==> src/rtl/program_loader_pkg.sv <==
// Shared types and constants for the boot-time program loader.
// Fallback keeps the package self-contained when no global width macro is supplied.
`ifndef PROGRAM_MEMORY_ADDRESS_BITWIDTH
`define PROGRAM_MEMORY_ADDRESS_BITWIDTH 16
`endif

package program_loader_pkg;

    typedef enum logic [2:0] {IDLE, HEADER, DATA, DONE, ERROR} loader_state_t;

    localparam int HEADER_BYTES = 4;

    function automatic logic is_loading(input loader_state_t s);
        return (s == HEADER) || (s == DATA);
    endfunction

endpackage

==> src/rtl/byte_assembler.sv <==
// Little-endian byte-to-word packer: out_valid pulses combinationally on the 4th byte,
// with out_word carrying the three stored bytes plus the byte arriving now.
module byte_assembler
    import program_loader_pkg::*;
(
    input  logic        clk,
    input  logic        reset,
    input  logic        clear,
    input  logic        in_valid,
    input  logic [7:0]  in_byte,
    output logic        out_valid,
    output logic [31:0] out_word
);

    localparam logic [1:0] LAST_IDX = 2'(HEADER_BYTES - 1);

    logic [1:0]  idx_q, idx_d;
    logic [23:0] low_q, low_d;

    // NOTE: every always_comb output gets a default first so no path leaves it unassigned (no latch).
    always_comb begin
        idx_d = idx_q;
        low_d = low_q;
        if (clear) begin
            idx_d = '0;
            low_d = '0;
        end else if (in_valid) begin
            idx_d = idx_q + 2'd1;
            case (idx_q)
                2'd0:    low_d[7:0]   = in_byte;
                2'd1:    low_d[15:8]  = in_byte;
                2'd2:    low_d[23:16] = in_byte;
                default: ;
            endcase
        end
    end

    // NOTE: sequential state uses non-blocking assignments so all registers update together at the edge.
    always_ff @(posedge clk or posedge reset) begin
        if (reset) begin
            idx_q <= '0;
            low_q <= '0;
        end else begin
            idx_q <= idx_d;
            low_q <= low_d;
        end
    end

    assign out_valid = in_valid && (idx_q == LAST_IDX);
    assign out_word  = {in_byte, low_q};

endmodule

==> src/rtl/program_loader.sv <==
// Parses a word-count header and streams little-endian words into program memory;
// busy/done/error report progress, and all outputs are registered.
module program_loader
    import program_loader_pkg::*;
#(
    parameter int ADDR_BW = `PROGRAM_MEMORY_ADDRESS_BITWIDTH
) (
    input  logic               clk,
    input  logic               reset,
    input  logic               start,
    input  logic               rx_valid,
    input  logic [7:0]         rx_data,
    output logic               we,
    output logic [ADDR_BW-1:0] waddr,
    output logic [31:0]        wdata,
    output logic               busy,
    output logic               done,
    output logic               error
);

    // One extra counter bit so a count equal to CAPACITY is representable.
    localparam int          CW       = ADDR_BW - 1;
    localparam logic [31:0] CAPACITY = 32'(1) << (ADDR_BW - 2);

    loader_state_t      state_q, state_d;
    logic [CW-1:0]      count_q, count_d;
    logic [CW-1:0]      word_idx_q, word_idx_d;
    logic               we_q, we_d;
    logic [ADDR_BW-1:0] waddr_q, waddr_d;
    logic [31:0]        wdata_q, wdata_d;
    logic               busy_q, busy_d;
    logic               done_q, done_d;
    logic               error_q, error_d;

    logic               loading;
    logic               start_ok;
    logic               asm_valid;
    logic [31:0]        asm_word;

    assign loading  = is_loading(state_q);
    assign start_ok = start && !loading;

    byte_assembler u_asm (
        .clk       (clk),
        .reset     (reset),
        .clear     (start_ok),
        .in_valid  (rx_valid && loading),
        .in_byte   (rx_data),
        .out_valid (asm_valid),
        .out_word  (asm_word)
    );

    always_comb begin
        state_d    = state_q;
        count_d    = count_q;
        word_idx_d = word_idx_q;
        we_d       = 1'b0;
        waddr_d    = waddr_q;
        wdata_d    = wdata_q;

        unique case (state_q)
            IDLE, DONE, ERROR: begin
                if (start_ok) begin
                    state_d    = HEADER;
                    count_d    = '0;
                    word_idx_d = '0;
                end
            end
            HEADER: begin
                // Full 32-bit compare: a large count must not alias to a small one.
                if (asm_valid) begin
                    if (asm_word == 32'd0) begin
                        state_d = DONE;
                    end else if (asm_word > CAPACITY) begin
                        state_d = ERROR;
                    end else begin
                        state_d = DATA;
                        count_d = asm_word[CW-1:0];
                    end
                end
            end
            DATA: begin
                if (asm_valid) begin
                    we_d       = 1'b1;
                    waddr_d    = {word_idx_q[ADDR_BW-3:0], 2'b00};
                    wdata_d    = asm_word;
                    word_idx_d = word_idx_q + CW'(1);
                    if (word_idx_d == count_q) begin
                        state_d = DONE;
                    end
                end
            end
            default: state_d = IDLE;
        endcase

        busy_d  = is_loading(state_d);
        done_d  = (state_d == DONE);
        error_d = (state_d == ERROR);
    end

    always_ff @(posedge clk or posedge reset) begin
        if (reset) begin
            state_q    <= IDLE;
            count_q    <= '0;
            word_idx_q <= '0;
            we_q       <= 1'b0;
            waddr_q    <= '0;
            wdata_q    <= '0;
            busy_q     <= 1'b0;
            done_q     <= 1'b0;
            error_q    <= 1'b0;
        end else begin
            state_q    <= state_d;
            count_q    <= count_d;
            word_idx_q <= word_idx_d;
            we_q       <= we_d;
            waddr_q    <= waddr_d;
            wdata_q    <= wdata_d;
            busy_q     <= busy_d;
            done_q     <= done_d;
            error_q    <= error_d;
        end
    end

    assign we    = we_q;
    assign waddr = waddr_q;
    assign wdata = wdata_q;
    assign busy  = busy_q;
    assign done  = done_q;
    assign error = error_q;

endmodule

==> config.mk <==
export PLATFORM = sky130hd
export DESIGN_NAME = program_loader
export DESIGN_NICKNAME = d
export VERILOG_FILES = /design/src/rtl/program_loader_pkg.sv /design/src/rtl/byte_assembler.sv /design/src/rtl/program_loader.sv
export SDC_FILE = /design/constraint.sdc
export NUM_CORES = 1
export LEC_CHECK = 0
export ABC_CLOCK_PERIOD_IN_PS = 3610
export BUFFER_PORTS_ARGS = -buffer_cell sky130_fd_sc_hd__buf_2
export CORE_ASPECT_RATIO = 1.4
export CORE_MARGIN = 4
export CORE_UTILIZATION = 55
export DETAILED_ROUTE_END_ITERATION = 7
export GPL_ROUTABILITY_DRIVEN = 0
export PLACE_DENSITY = 0.86
export SLEW_MARGIN = 20
export SYNTH_ARGS = -nofsm -noshare
export SYNTH_HDL_FRONTEND = slang
export SYNTH_SLANG_ARGS = --single-unit
==> constraint.sdc <==
create_clock -name clk -period 3.61 [get_ports clk]
set_clock_uncertainty 0.1 [all_clocks]
set_input_delay 0.361 -clock clk [delete_from_list [all_inputs] [get_ports clk]]
set_output_delay 0.361 -clock clk [all_outputs]
set_load 0.05 [all_outputs]
==> impl_metrics.toml <==
[detailed_routing]
wl_per_cell_um = 16.3
vias_per_cell = 5.81
drt_pass1_iterations = 7
ant_nets = 0
vias = 4298
drtIter0Drc = 316
wl_um = 12000
drc = 0

[critical_path]
cp_max_fo = 39
crit_arrival_ns = 3.02
critPathKind = "reg2reg"
end_kind = "flop"
r2r-start = "u_asm.idx_q[0]"
crit_path_start = "u_asm.idx_q[0]"
reg2reg_depth = 7
cp.required_ns = 3.74
critPathLaunchType = "flop"

[place]
pre_cts_slack_ns = 0.819
place_area_mm2 = 0.00543
numPortBuffers = 61
hpwl_um = 8380

[synth]
yosysSeqAreaShare_pct = 53.5
synth_area_leaders = "dfrtp_1 (53%), nand2_1 (15%), a21oi_1 (3.3%)"
synth-seq-cells = 109
yosys.area.top_type = "dfrtp_1"
syn_area_mm2 = 0.00510
synthDistinctLibCells = 48
yosysWarnings = 0
synth_top_area_share_pct = 53.5
syn_avg_cell_area_um2 = 8.66
netlist_instances = 589

[job]
drv_cap = 0

[sta]
max_freq_mhz = 346
tightest_slew_ns = 0.825
finalCritPeriodShare_pct = 80.0
post-route-min-period_ns = 2.89
max_slew_margin_pct = 44.8
setup_viol_count_final = 0
slew_viol_final = 0
worst_slack_ns = 0.720
rsz0062_at_grt = "no"
final.setup.tns_ns = 0
hold_violations = 0

[clock_tree]
cts_resized = 0
cts.path.max_buffers = 2
h-tree-depth = 3
cts_root_buf = "clkbuf_16"
clk_latency_ns = 0.35
cts_tree = "yes"
postCtsSetupBuffers = 0
cts_buffers = 9
holdBufCountCts = 0
cts.sink_count = 109
clk_pin_slew_worst_paths_ns = 0.07

[layout]
diodes = 0
design_area_mm2 = 0.00569
area_growth_pct = 11.5
drive_gt1_share_pct = 14.5
nets = 647
filler_cell_count = 753

[power_and_ir_drop]
power_density_mw_per_mm2 = 841
leakagePower_nw = 2.83
peakVddDrop_v = 0.000614

[floorplan]
die_area_mm2 = 0.0109
die_w_um = 89.4
core_mm2 = 0.00903
die_y_um = 122
rows = 41
io_pins = 64
initial_utilization_pct = 56.5

[grt]
globalRouteOverflowTotal = 0
grt_max_degree = 60
antenna_found_initial = 0
grt_pass1_wl_um = 19900
grt_pass1_vias = 4140
grt_use_total_pct = 23.6

[hold_path]
hp-class = "in2async"

[run_status]
status = "finished clean"
critical path, cell delays in order (launching register included):
cell	delay, ns
dfrtp_1	0.42
ha_1	0.23
nand2_1	0.09
or3_2	0.56
inv_2	0.32
nor2_1	0.72
o21ai_0	0.20
o31ai_1	0.12
flip-flops by register name, summed over array words and instances, names as in the netlist:
register     flops
busy             1
count_q         15
done             1
error            1
state_q          3
u_asm.idx_q      2
u_asm.low_q     24
waddr           14
wdata           32
we               1
word_idx_q      15
through the flow:
step	instances	power, mW	utilization [%]	hold slack [ns]
2_1_floorplan	590	3.38	-	0.361
6_report	740	4.78	63.0	0.0344
3_3_place_gp	726	3.82	60.2	0.355
4_1_cts	740	4.78	63.0	0.0761
3_5_place_dp	726	3.89	60.2	0.357
5_1_grt	740	5.05	63.0	0.0973
synthesized netlist by cell type, drive strengths merged:
master and n:
o22ai 4, nor2b 2, nand4 5, nand3 34
a22oi 1, and3 3, a2111oi 1, a31oi 5
a21oi 34, clkbuf 25, nor2 18, o21a 1
inv 11, dfrtp 109, o31ai 11, and4 2
a22o 2, xnor2 15, or3 2, nand2 208
o311a 2, or4 2, and2 3, a21o 1
o21ai 37, or2 1, nor4 10, nand2b 2
a41oi 1, o32a 1, nor3 5, xor2 7
a221oi 1, mux2 1, buf 15, conb 1
o211ai 1, ha 5
cell type report:
cell class | instances | area [um^2] | area share (%)
Sequential cell | 109 | 2730 | 47.9
Multi-Input combinational cell | 430 | 2160 | 38.0
Timing Repair Buffer | 69 | 365 | 6.42
Clock buffer | 11 | 233 | 4.09
Tap cell | 107 | 134 | 2.35
Inverter | 11 | 43.8 | 0.770
Clock inverter | 3 | 25.0 | 0.440
cells in the final DEF (no fill, tap or decap), types with 2 or more instances in the layout:
master / instances
nand2_1: 208
dfrtp_1: 109
buf_2: 61
a21oi_1: 34
nand3_1: 33
o21ai_0: 27
nor2_1: 17
xnor2_1: 15
o31ai_1: 11
o21ai_1: 10
inv_1: 9
nor4_1: 9
clkbuf_16: 9
buf_4: 8
xor2_1: 7
a31oi_1: 5
ha_1: 5
nand4_1: 4
o22ai_1: 4
nor3_1: 4
and2_1: 3
and3_1: 3
a22o_1: 2
nand2b_1: 2
or4_1: 2
nor2b_1: 2
o311a_1: 2
conb_1: 2
clkinv_4: 2
clkbuf_1: 2
path summary, 6_finish.rpt:
check / slack (ns) / to
setup / recovery: 0.72 / word_idx_q[10]
setup reg to reg: 0.72 / word_idx_q[10]
hold reg to reg: 0.37 / wdata[31]
hold / removal: 0.03 / done
max in group asynchronous: 2.53 / waddr[6]
min in group clk: 0.20 / wdata[24]
layer usage:
layer	vias up	GRT usage, %	share of wire (%)
li1	2045	-	-
met1	1989	28.8	38
met2	215	39.0	51
met3	49	4.53	6.1
met4	0	12.4	4.7
met5	-	0	0
power by group:
group          internal, mW  switching [mW]  total [mW]
logic                 0.536            1.40        1.94
clock network         0.463           0.426       0.889
registers              1.62           0.337        1.95
kinds of logic after synthesis:
logic type,after synthesis,share of synthesized area [%]
AND/OR/NAND/NOR,297,25.2
flip-flops,109,53.5
AO/OA/AOI/OAI,103,11.7
buffers and inverters,51,4.29
XOR/XNOR,22,3.78
adder cells (fa/ha/maj),5,1.23
other,1,0.0735
multiplexers,1,0.221
Power figures use the tool's default switching activity.
